<file path="src/rtl/vga_ctrl.sv">
// vga_ctrl: VGA timing generator.
// Runs the horizontal/vertical position counters and produces sync pulses
// and a pixel-request coordinate one clock ahead of the active window. The
// content stage answers one clock later on pix_data. That data is gated onto
// rgb only while the active window is open.
module vga_ctrl #(
  parameter int   H_SYNC   = 96,
  parameter int   H_BACK   = 48,
  parameter int   H_VALID  = 640,
  parameter int   H_FRONT  = 16,
  parameter int   V_SYNC   = 2,
  parameter int   V_BACK   = 33,
  parameter int   V_VALID  = 480,
  parameter int   V_FRONT  = 10,
  parameter logic SYNC_POL = 1'b0
) (
  input  logic        vga_clk,
  input  logic        sys_rst,
  input  logic [15:0] pix_data,
  output logic [9:0]  pix_x,
  output logic [9:0]  pix_y,
  output logic        hsync,
  output logic        vsync,
  output logic        rgb_valid,
  output logic [15:0] rgb,
  output logic        frame_start
);

  // Totals and window edges. Every comparison runs at counter width.
  localparam int H_TOTAL = H_SYNC + H_BACK + H_VALID + H_FRONT;
  localparam int V_TOTAL = V_SYNC + V_BACK + V_VALID + V_FRONT;
  localparam int HS      = H_SYNC + H_BACK;
  localparam int VS      = V_SYNC + V_BACK;

  localparam logic [9:0] H_LAST      = 10'(H_TOTAL - 1);
  localparam logic [9:0] V_LAST      = 10'(V_TOTAL - 1);
  localparam logic [9:0] H_SYNC_END  = 10'(H_SYNC);
  localparam logic [9:0] V_SYNC_END  = 10'(V_SYNC);
  localparam logic [9:0] H_ACT_START = 10'(HS);
  localparam logic [9:0] H_ACT_END   = 10'(HS + H_VALID);
  localparam logic [9:0] H_REQ_START = 10'(HS - 1);
  localparam logic [9:0] H_REQ_END   = 10'(HS + H_VALID - 1);
  localparam logic [9:0] V_ACT_START = 10'(VS);
  localparam logic [9:0] V_ACT_END   = 10'(VS + V_VALID);
  localparam logic [9:0] POS_NONE    = 10'h3FF;

  logic [9:0] cnt_h;
  logic [9:0] cnt_v;

  logic       h_active;
  logic       h_request;
  logic       v_active;

  // Position counters: cnt_h sweeps each line; cnt_v advances on the last clock of a line.
  always_ff @(posedge vga_clk) begin
    if (sys_rst) begin
      cnt_h <= 10'd0;
      cnt_v <= 10'd0;
    end else if (cnt_h == H_LAST) begin
      cnt_h <= 10'd0;
      if (cnt_v == V_LAST) begin
        cnt_v <= 10'd0;
      end else begin
        cnt_v <= cnt_v + 10'd1;
      end
    end else begin
      cnt_h <= cnt_h + 10'd1;
    end
  end

  // Window decodes. The request window is the active window moved one clock earlier in x only.
  always_comb begin
    h_active  = (cnt_h >= H_ACT_START) && (cnt_h < H_ACT_END);
    h_request = (cnt_h >= H_REQ_START) && (cnt_h < H_REQ_END);
    v_active  = (cnt_v >= V_ACT_START) && (cnt_v < V_ACT_END);
  end

  // Output decode. Reset forces the idle levels so nothing leaks before the first frame.
  always_comb begin
    hsync       = SYNC_POL;
    vsync       = SYNC_POL;
    rgb_valid   = 1'b0;
    rgb         = 16'h0000;
    pix_x       = POS_NONE;
    pix_y       = POS_NONE;
    frame_start = 1'b0;
    if (sys_rst) begin
      hsync       = SYNC_POL;
      vsync       = SYNC_POL;
      rgb_valid   = 1'b0;
      rgb         = 16'h0000;
      pix_x       = POS_NONE;
      pix_y       = POS_NONE;
      frame_start = 1'b0;
    end else begin
      hsync       = (cnt_h < H_SYNC_END) ? SYNC_POL : ~SYNC_POL;
      vsync       = (cnt_v < V_SYNC_END) ? SYNC_POL : ~SYNC_POL;
      rgb_valid   = h_active && v_active;
      rgb         = (h_active && v_active) ? pix_data : 16'h0000;
      frame_start = (cnt_h == 10'd0) && (cnt_v == 10'd0);
      if (h_request && v_active) begin
        // The content stage answers one clock later, when cnt_h reaches the active column.
        pix_x = cnt_h - H_REQ_START;
        pix_y = cnt_v - V_ACT_START;
      end else begin
        pix_x = POS_NONE;
        pix_y = POS_NONE;
      end
    end
  end

endmodule

</file>
<file path="config.mk">
export PLATFORM = sky130hd
export DESIGN_NAME = vga_ctrl
export DESIGN_NICKNAME = d
export VERILOG_FILES = /design/src/rtl/vga_ctrl.sv
export SDC_FILE = /design/constraint.sdc
export NUM_CORES = 1
export LEC_CHECK = 0
export ABC_AREA = 0
export BUFFER_PORTS_ARGS = -buffer_cell sky130_fd_sc_hd__buf_2
export CAP_MARGIN = 20
export CORE_MARGIN = 1
export CORE_UTILIZATION = 50
export CTS_CLUSTER_DIAMETER = 80
export CTS_CLUSTER_SIZE = 8
export DETAILED_ROUTE_END_ITERATION = 7
export GPL_TIMING_DRIVEN = 1
export PLACE_DENSITY = 0.92
export SYNTH_ARGS = -nofsm -noshare
export SYNTH_HDL_FRONTEND = slang
export SYNTH_SLANG_ARGS = --single-unit
</file>
<file path="constraint.sdc">
create_clock -name vga_clk -period 2.84 [get_ports vga_clk]
set_input_delay 0.568 -clock vga_clk [delete_from_list [all_inputs] [get_ports vga_clk]]
set_output_delay 0.568 -clock vga_clk [all_outputs]
set_load 0.02 [all_outputs]
</file>
==> results of run 1 <==
-- registers in the layout, indices dropped and copies added, names as in the netlist --
name	cells
cnt_v	10
cnt_h	10
-- kinds of logic after synthesis --
| family | share of synthesized area, % |
|---|---|
| compound gates | 11.61 |
| xor+xnor | 11.53 |
| fa+ha+maj | 3.137 |
| buf+inv | 8.157 |
| flops | 25.10 |
| mux | 0.6275 |
| simple gates | 39.84 |
-- cell usage after synthesis, types with 2 or more instances --
library cell | count | area (µm²)
nand4b_1 | 3 | 26.28
nand3b_1 | 3 | 22.52
a21boi_0 | 2 | 15.01
nor2_1 | 16 | 60.06
and2_1 | 16 | 100.1
clkbuf_1 | 17 | 63.81
or4_1 | 2 | 15.01
nand4_1 | 3 | 18.77
inv_1 | 7 | 26.28
and3_1 | 6 | 37.54
a31oi_1 | 2 | 12.51
a211oi_1 | 2 | 15.01
nand3_1 | 26 | 130.1
or3_1 | 2 | 12.51
dfxtp_1 | 20 | 400.4
nor4_1 | 11 | 68.82
o21ai_0 | 3 | 15.01
o21bai_1 | 2 | 15.01
nor3_1 | 11 | 55.05
xnor2_1 | 14 | 122.6
xor2_1 | 7 | 61.31
nand2_1 | 10 | 37.54
o31ai_1 | 3 | 22.52
a21oi_1 | 8 | 40.04
buf_2 | 4 | 20.02
ha_1 | 4 | 50.05
-- what timing repair did --
item	CTS	global route
pin swaps	1	2
hold buffers	0	0
setup endpoints to repair	36	36
gates resized for setup	2	21
gates cloned	0	2
buffers inserted	0	1
-- layout make-up --
| type | instances | area [µm²] |
|---|---|---|
| clock buffer | 3 | 22.52 |
| fill | 257 | 994.7 |
| inverter | 7 | 26.28 |
| multi-input combinational | 168 | 1129 |
| sequential | 20 | 410.4 |
| tap | 44 | 55.05 |
| timing repair buffer | 70 | 390.4 |
-- worst max-delay path, cell delays in order, from the launching register on --
cell             delay, ns
dfxtp_4               0.40
ha_4                  0.20
o41a_1                0.46
nor2b_4               0.21
nor4_4                0.08
clkdlybuf4s15_2       0.25
and2_1                0.16
buf_2                 0.15
-- path summary, 6_finish.rpt --
check | endpoint | slack, ns
worst min register to register | cnt_h[0]$_SDFF_PP0_ | 0.47
worst max-delay path | rgb[11] | 0.05
worst max register to register | cnt_v[4]$_SDFFE_PP0P_ | 0.42
worst min-delay path | cnt_h[0]$_SDFF_PP0_ | 0.47
-- per-stage QoR --
stage	setup slack, ns	power [W]	cell area, µm²	instances	hold slack [ns]
final	0.04844	0.0004693	2033	312	0.4725
after CTS	0.01935	0.0004705	1933	309	0.5366
after global routing	-0.009693	0.0004845	2033	312	0.5054
after floorplan	0.02774	0.0003159	1595	219	0.4819
after global placement	0.1714	0.0003352	1907	306	0.5075
after detailed placement	0.2429	0.0003368	1907	306	0.5291
-- power by group through the flow --
stage / registers [W] / clock network (W) / logic, W
after floorplan: 0.000294 / 0 / 0.0000221
final: 0.000288 / 0.000139 / 0.0000428
after global placement: 0.000295 / 0 / 0.0000406
after global routing: 0.000289 / 0.000148 / 0.0000474
after CTS: 0.000289 / 0.000140 / 0.0000418
after detailed placement: 0.000295 / 0 / 0.0000417
-- layer usage --
layer	routed length (µm)	track usage, %	up-vias
met1	1699	29.08	834
met5	0	0	-
met3	444	4.176	17
met2	2133	41.05	139
met4	144	12.59	0
li1	-	-	871
==> impl_results.md, run 1 <==
- Number of vias per cell: 5.965
- Core footprint: 3028 µm²
- Cells on Worst Hold Path: 1
- Hold Path Class: reg -> reg
- Syn nets: 241
- #FFs+latches synth: 20
- Pwr Density: 230.8 nW/µm²
- Fin crit share: 98.29%
- P_sw: 0.0001158 W
- Hold_sp: cnt_h[0]$_SDFF_PP0_
- Sequential share of power: 61.3%
- Drt first pass iters: 5
- Die Ht: 58.49 µm
- Slew margin rel.: 59.41%
- Full die area: 3421 µm²
- Worst vdd ir: 0.1220 mV
- FP Rows: 20
- Switching Share: 24.67%
- Clk_lat worst skew: 0.31 ns
- Register-to-Register Path Depth: 4
- Comb power frac: 9.1%
- Worst EP arrival: 2.22 ns
- Setup crit start kind: flop
- GR Overflow Total: 0
- CP Data Required Time: 2.27 ns
- Fmax: 358.2 MHz
- Clock slew at reported path FFs: 0.11 ns
- CTS tree: built
- Vias: 1,861
- Clk pwr share: 29.6%
- Area grow syn2layout: 27.45%
- All-Layer GR Usage: 24.11%
- DP Wirelength: 2940 µm
- Initial antenna violation count: 0
- Crit path launch: cnt_v[0]$_SDFFE_PP0P_
- Post-synth top flop: dfxtp_1
- Die X: 58.49 µm
- Slew Limit Fails: 0
- Worst-Margin Slew: 0.6056 ns
- Internal Power: 0.0003536 W
- Largest net degree at the start of global routing: 20
- CTS Sinks: 20
- Worst Skew: 0.007568 ns
- # nets final: 292
- Vias in the first global route: 1,520
- Setup Crit Path Kind: reg -> out
- ANT cells: 0
- First-pass GRT wire length: 6396 µm
- H-tree levels: 1
- Commonest cells after routing, fill and taps aside: buf_2, nand3_1, and2_1
- Leakage power: 0.7931 nW
- Worst-path fanout max: 9
- Post-synth EDFFs: 0
- Top Ports: 58
- Final Util: 67.15%
- Status: finished clean
- Mapped Cells: 219
- Setup TNS Final: 0 ns
- Maxcap violations: 0
- Clock Path Buffers: 2
- Hold Vio Cnt, Final: 0
- Yosys warnings: 0
- Antenna viol nets, final: 0
- WL per Instance: 14.17 µm
- Syn Std Cell Area: 1595 µm²
- CTS root buffer: clkbuf_4
- CP endpoint kind: output port
- RePlAce Congestion: 0.9399
- Initial Util: 52.69%
- Synth cell types: 41
- Final min period: 2.792 ns
- PortBufs: 57
- Mapped Avg Cell Area: 7.284 µm²
- Worst reg2reg path startpoint: cnt_h[7]$_SDFF_PP0_
- 1st-iter DRT viols: 127
- Sequential fraction of the synthesis area: 25.10%
- Endpoints failing setup: 0
- Asr flop ratio synth: 0%
- DRC violations left: 0
- Share of cells above drive strength 1: 33.21%
- Most common cell after layout, fill and taps aside: buf_2
- CTS Buf Count: 3
- WL final: 4422 µm
No activity file was read; power rests on OpenSTA's default activity.
==> run 2, diff against run 1 <==
- RECOVER_POWER: default -> 50
==> run 2 against run 1 <==
Effect of this change:
- flip-flop and latch count unchanged
- clock skew decreased by 0.00067 ns
- utilization decreased by 0.25 points
- clock-buffer cell count unchanged
- cell area decreased by 0.37%
- clock power about the same
- via count decreased by 0.59%
- global-route usage unchanged
- power decreased by 0.22%
- largest cell class unchanged
- largest power group unchanged
- register-to-register slack about the same
- sequential share of layout area increased by 0.075 points
- maximum frequency increased by 0.28%
==> impl_results.md, run 2 (synthesis gave the netlist of run 1 again) <==
- Fillers: 260
- ANT cells: 0
- CP Data Required Time: 2.27 ns
- Largest net degree at the start of global routing: 20
- Slew Limit Fails: 0
- CTS Buf Count: 3
- Pwr Density: 231.2 nW/µm²
- Reg2Reg Setup Slack: 0.42 ns
- Switching Share: 24.59%
- Final min period: 2.784 ns
- First-pass GRT wire length: 6396 µm
- Worst setup margin: 0.05614 ns
- H-tree levels: 1
- CTS tree: built
- Placed Area: 1907 µm²
- Worst Skew: 0.006893 ns
- DP Wirelength: 2940 µm
- Worst EP arrival: 2.22 ns
- Sequential share of power: 61.4%
- Clock Path Buffers: 2
- Vias in the first global route: 1,520
- Drt first pass iters: 5
- 1st-iter DRT viols: 90
- Vias: 1,850
- Hold Vio Cnt, Final: 0
- Final Util: 66.90%
- Top Ports: 58
- Clk_lat worst skew: 0.31 ns
- Area grow syn2layout: 26.98%
- Maxcap violations: 0
- Setup crit start kind: flop
- CTS Sinks: 20
- Comb power frac: 9.1%
- Design area: 2026 µm²
- Slowest CP cell: or3_1
- Clk pwr share: 29.5%
- Initial Util: 52.69%
- Hold Path Class: reg -> reg
- CTS root buffer: clkbuf_4
- Max stage delay on crit path: 0.47 ns
- Pre-CTS WS: 0.2429 ns
- Die X: 58.49 µm
- Core footprint: 3028 µm²
- Internal Power: 0.0003531 W
- # nets final: 292
- DRC violations left: 0
- Initial antenna violation count: 0
- Fin crit share: 98.02%
- WL per Instance: 14.18 µm
- PortBufs: 57
- P_sw: 0.0001152 W
- Leakage power: 0.7850 nW
- Worst-path fanout max: 7
- Setup Crit Path Kind: reg -> out
- Share of cells above drive strength 1: 32.09%
- Die Ht: 58.49 µm
- Crit path cell chain: or3_1 > a21boi_0 > nor4_4 > clkdlybuf4s15_2 > and2_1 > buf_2
- Slew margin rel.: 27.48%
- CP endpoint kind: output port
- Worst-Margin Slew: 1.080 ns
- Commonest cells after routing, fill and taps aside: buf_2, nand3_1, and2_1
- Clock slew at reported path FFs: 0.11 ns
- Worst vdd ir: 0.1219 mV
- Number of vias per cell: 5.929
- RePlAce Congestion: 0.9399
- Full die area: 3421 µm²
- GR Overflow Total: 0
- Fmax: 359.2 MHz
- FP Rows: 20
- WL final: 4425 µm
- Post-Place Cells: 306
- Cts hold-fix bufs: 0
- Antenna viol nets, final: 0
- Most common cell after layout, fill and taps aside: buf_2
- Status: finished clean
- Non-filler cells, final: 312
- Regs by FF count: cnt_h (10), cnt_v (10)
- Endpoints failing setup: 0
- All-Layer GR Usage: 24.11%
-- run 2: per-stage QoR --
stage / setup TNS, ns / hold WS [ns] / power, W
6_report: 0 / 0.4714 / 0.0004683
5_1_grt: -0.03659 / 0.5054 / 0.0004841
4_1_cts: 0 / 0.5366 / 0.0004705
3_5_place_dp: 0 / 0.5291 / 0.0003368
3_3_place_gp: 0 / 0.5075 / 0.0003352
2_1_floorplan: 0 / 0.4819 / 0.0003159
-- run 2: repair_timing --
item,in CTS,in global routing
setup endpoints to repair,36,36
setup buffers,0,1
pin swaps,1,2
resized for setup,2,21
gates cloned,0,2
-- run 2: area by class of cell --
cell class,count,area [µm²],share of cell area (%)
inverter,7,26.28,1.297
multi-input combinational,168,1124,55.47
clock buffer,3,22.52,1.112
tap,44,55.05,2.718
sequential,20,410.4,20.26
timing repair buffer,70,387.9,19.15
-- run 2: power groups by stage --
stage | Combinational (W) | Sequential (W) | Clock, W
after floorplan | 0.0000221 | 0.000294 | 0
after global placement | 0.0000406 | 0.000295 | 0
after detailed placement | 0.0000417 | 0.000295 | 0
after CTS | 0.0000418 | 0.000289 | 0.000140
after global routing | 0.0000470 | 0.000289 | 0.000148
final | 0.0000424 | 0.000288 | 0.000138
-- run 2: worst max-delay path: cells and delay by family, from the launching register on --
kind            cells  cell delay (ns)
simple gates        3             0.74
buf+inv             2             0.40
flops               1             0.38
compound gates      1             0.38
-- run 2: routing by layer --
metal / up-vias / wire length [µm] / part of all wire (%) / GRT usage, %
met1: 830 / 1719 / 39 / 29.08
met2: 134 / 2159 / 49 / 41.05
met4: 0 / 131 / 3.0 / 12.59
li1: 868 / - / - / -
met3: 18 / 415 / 9.4 / 4.176
met5: - / 0 / 0 / 0
-- run 2: final timing paths --
kind	from	endpoint	depth (start not counted)
worst min-delay path	cnt_h[0]$_SDFF_PP0_	cnt_h[0]$_SDFF_PP0_	1
worst max register to register	cnt_h[7]$_SDFF_PP0_	cnt_v[0]$_SDFFE_PP0P_	4
worst max-delay path	cnt_h[6]$_SDFF_PP0_	rgb[11]	6
worst min register to register	cnt_h[0]$_SDFF_PP0_	cnt_h[0]$_SDFF_PP0_	1
==> run 3, diff against run 2 <==
- ABC_AREA: 0 -> 1
- BUFFER_PORTS_ARGS: -buffer_cell sky130_fd_sc_hd__buf_2 -> -buffer_cell sky130_fd_sc_hd__clkbuf_2
- CORE_UTILIZATION: 50 -> 51
- PLACE_DENSITY: 0.92 -> 0.91
==> run 3 against run 2 <==
Effect of this change:
- cell area up 6.0%
- critical path type unchanged
- area after synthesis grew 11%
- highest routed layer unchanged
- utilization decreased by 2.6 points
- synthesized cell count is 38% higher
- global-route usage up 0.77 points
- first-iteration DRC count shrank 8.9%
- power up 24%
- largest cell class unchanged
- setup slack better by 0.17 ns
- sequential power about the same
==> impl_results.md, run 3 <==
- Mapped Cells: 302
- WL per Instance: 11.38 µm
- Fmax: 383.2 MHz
- Die Ht: 61.03 µm
- Unrepaired setup endpoints after global routing: no
- Worst reg2reg path startpoint: cnt_h[1]$_SDFF_PP0_
- Largest net degree at the start of global routing: 18
- DP Wirelength: 3567 µm
- GR Overflow Total: 0
- Clock Path Buffers: 2
- RePlAce Congestion: 0.9920
- Count leader, synth: nand2_1
- CTS tree: built
- Top cells by area, synth: dfxtp_1, nand2_1, inv_1
- Cells on Worst Hold Path: 1
- Initial Util: 53.24%
- Max stage delay on crit path: 0.40 ns
- Post-synth top area cell: dfxtp_1
- Reg2Reg Setup Slack: 0.83 ns
- Number of vias per cell: 5.109
- CTS Buf Count: 3
- Leakage power: 1.104 nW
- Asr flop ratio synth: 0%
- CP endpoint kind: output port
- Worst EP arrival: 2.04 ns
- Post-synth top flop: dfxtp_1
- Post-synth EDFFs: 0
- Design area: 2147 µm²
- 1st-iter DRT viols: 82
- Worst-Margin Slew: 0.4822 ns
- CTS root buffer: clkbuf_4
- CTS Sinks: 20
- Initial antenna violation count: 0
- Top Ports: 58
- # nets final: 382
- CP dominant cell by count: nand2_1
- #FFs+latches synth: 20
- Kind of cell adding the most delay to the critical path: simple AND/OR/NAND/NOR gates
- Syn Std Cell Area: 1777 µm²
- Worst Hold Endpoint: cnt_h[0]$_SDFF_PP0_
- Pwr Density: 269.5 nW/µm²
- Most common cell after layout, fill and taps aside: nand2_1
- First-pass GRT wire length: 6879 µm
- Clock slew at reported path FFs: 0.13 ns
- Hold Vio Cnt, Final: 0
- Crit path launch: cnt_h[1]$_SDFF_PP0_
- Cts hold-fix bufs: 0
- DRC violations left: 0
- All-Layer GR Usage: 24.88%
- ANT cells: 0
- Synth cell types: 31
- Slowest CP cell: dfxtp_1
- Share of cells above drive strength 1: 23.12%
- FP Rows: 21
- H-tree levels: 1
- Yosys warnings: 0
- Worst vdd ir: 0.2211 mV
- Clk_lat worst skew: 0.31 ns
- Reg2reg end: cnt_v[4]$_SDFFE_PP0P_
- Setup TNS Final: 0 ns
- WL final: 4607 µm
- Hold_sp: cnt_h[0]$_SDFF_PP0_
- Area grow syn2layout: 20.85%
- Regs by FF count: cnt_h (10), cnt_v (10)
- Sequential fraction of the synthesis area: 22.54%
- Fillers: 342
- PortBufs: 57
- Final min period: 2.610 ns
- Vias in the first global route: 1,624
- WP buf/inv: 2
- Setup Crit Path Kind: reg -> out
- Placed Area: 2091 µm²
- Top post-synthesis cells by count: nand2_1, inv_1, nor2_1
- Register-to-Register Path Depth: 8
- Endpoints failing setup: 0
- Status: finished clean
- Mapped Avg Cell Area: 5.883 µm²
- Maxcap violations: 0
- Fin crit share: 91.90%
- Slew margin rel.: 67.61%
- Syn nets: 324
- Worst Skew: 0.009409 ns
- Commonest cells after routing, fill and taps aside: nand2_1, clkbuf_2, inv_1
- Hold Path Class: reg -> reg
- Area share of the leading cell type in the synthesized netlist: 22.54%
- Final Util: 64.34%
- Crit path cell chain: ha_1 > nand3_2 > nor2_1 > nand2_1 > nand2_1 > nand2_1 > nor3_2 > buf_4 > nand2_1 > clkbuf_2
- Worst-path fanout max: 12
- Slew Limit Fails: 0
- Vias: 2,069
- Core footprint: 3337 µm²
- Antenna viol nets, final: 0
- CP Data Required Time: 2.27 ns
- Die X: 61.03 µm
- Drt first pass iters: 7
- Setup crit start kind: flop
- Full die area: 3724 µm²
==> run 3: changes by cell type in the layout (fill, tap and decap cells not counted), sizes merged, moves of 6 or more <==
| cell | before | now |
|---|---|---|
| buf | 67 | 2 |
| o21ai | 3 | 9 |
| nor2 | 16 | 53 |
| nand3 | 26 | 18 |
| and2 | 16 | 0 |
| nand2 | 10 | 93 |
| and3 | 6 | 0 |
| xnor2 | 14 | 2 |
| clkbuf | 5 | 60 |
| inv | 7 | 54 |
| nor4 | 11 | 2 |
==> run 3: through the flow <==
step | hold slack (ns) | worst slack (ns) | instances | total power, W
4_1_cts | 0.5162 | 0.1267 | 405 | 0.0005805
3_3_place_gp | 0.4717 | 0.5185 | 401 | 0.0003425
2_1_floorplan | 0.4524 | 0.7724 | 302 | 0.0003232
3_5_place_dp | 0.4856 | 0.4974 | 401 | 0.0003443
6_report | 0.4749 | 0.2302 | 405 | 0.0005786
5_1_grt | 0.4993 | 0.03593 | 405 | 0.0005982
==> run 3: power by group <==
part | internal (W) | switching (W) | leakage [nW]
combinational | 0.0000188 | 0.0000309 | 0.914
clock | 0.000143 | 0.0000970 | 0.0279
sequential | 0.000284 | 0.00000472 | 0.162
==> run 3: repair_timing <==
| action | in CTS | in global routing |
|---|---|---|
| setup endpoints to repair | 0 | 15 |
| gates resized for setup | 0 | 3 |
| setup buffers | 0 | 0 |
==> run 3: layout make-up <==
type | count | area [µm²] | share of cell area, %
clock buffer | 3 | 22.52 | 1.049
clock inverter | 1 | 30.03 | 1.399
multi-input combinational | 221 | 1137 | 52.97
tap | 46 | 57.56 | 2.681
inverter | 55 | 206.4 | 9.615
sequential | 20 | 401.6 | 18.71
timing repair buffer | 59 | 291.5 | 13.58
==> run 3: worst reg2reg max path: stages, from the launching register on <==
cell and delay [ns]:
dfxtp_1 0.40, ha_1 0.24, nand2_1 0.08, nor2_2 0.23
nand3_1 0.25, nand2_1 0.42, nand2_1 0.15, nand2_1 0.11
nor2_1 0.04
==> run 3: logic make-up after synthesis <==
group,Yosys count,synth area share [%]
buf+inv,61,14.08
simple gates,184,49.16
xor+xnor,7,3.451
fa+ha+maj,4,2.817
compound gates,26,7.958
flops,20,22.53
==> run 3: how the worst max path moves through the flow <==
stage                  endpoint  cells after the start  slack (ns)
floorplan           frame_start                      3        0.77
global placement       pix_y[4]                      9        0.52
detailed placement     pix_x[8]                      9        0.50
CTS                    pix_y[4]                      9        0.13
global route           pix_x[0]                     10        0.04
finish                 pix_y[0]                     10        0.23
==> run 3: metal layers <==
metal	vias up	part of all wire [%]	GRT usage, %	wire (µm)
met3	11	7.6	2.101	348
met4	0	1.7	9.091	80
met1	906	45	31.95	2058
met2	106	46	43.48	2120
li1	1046	-	-	-
met5	-	0	0	0
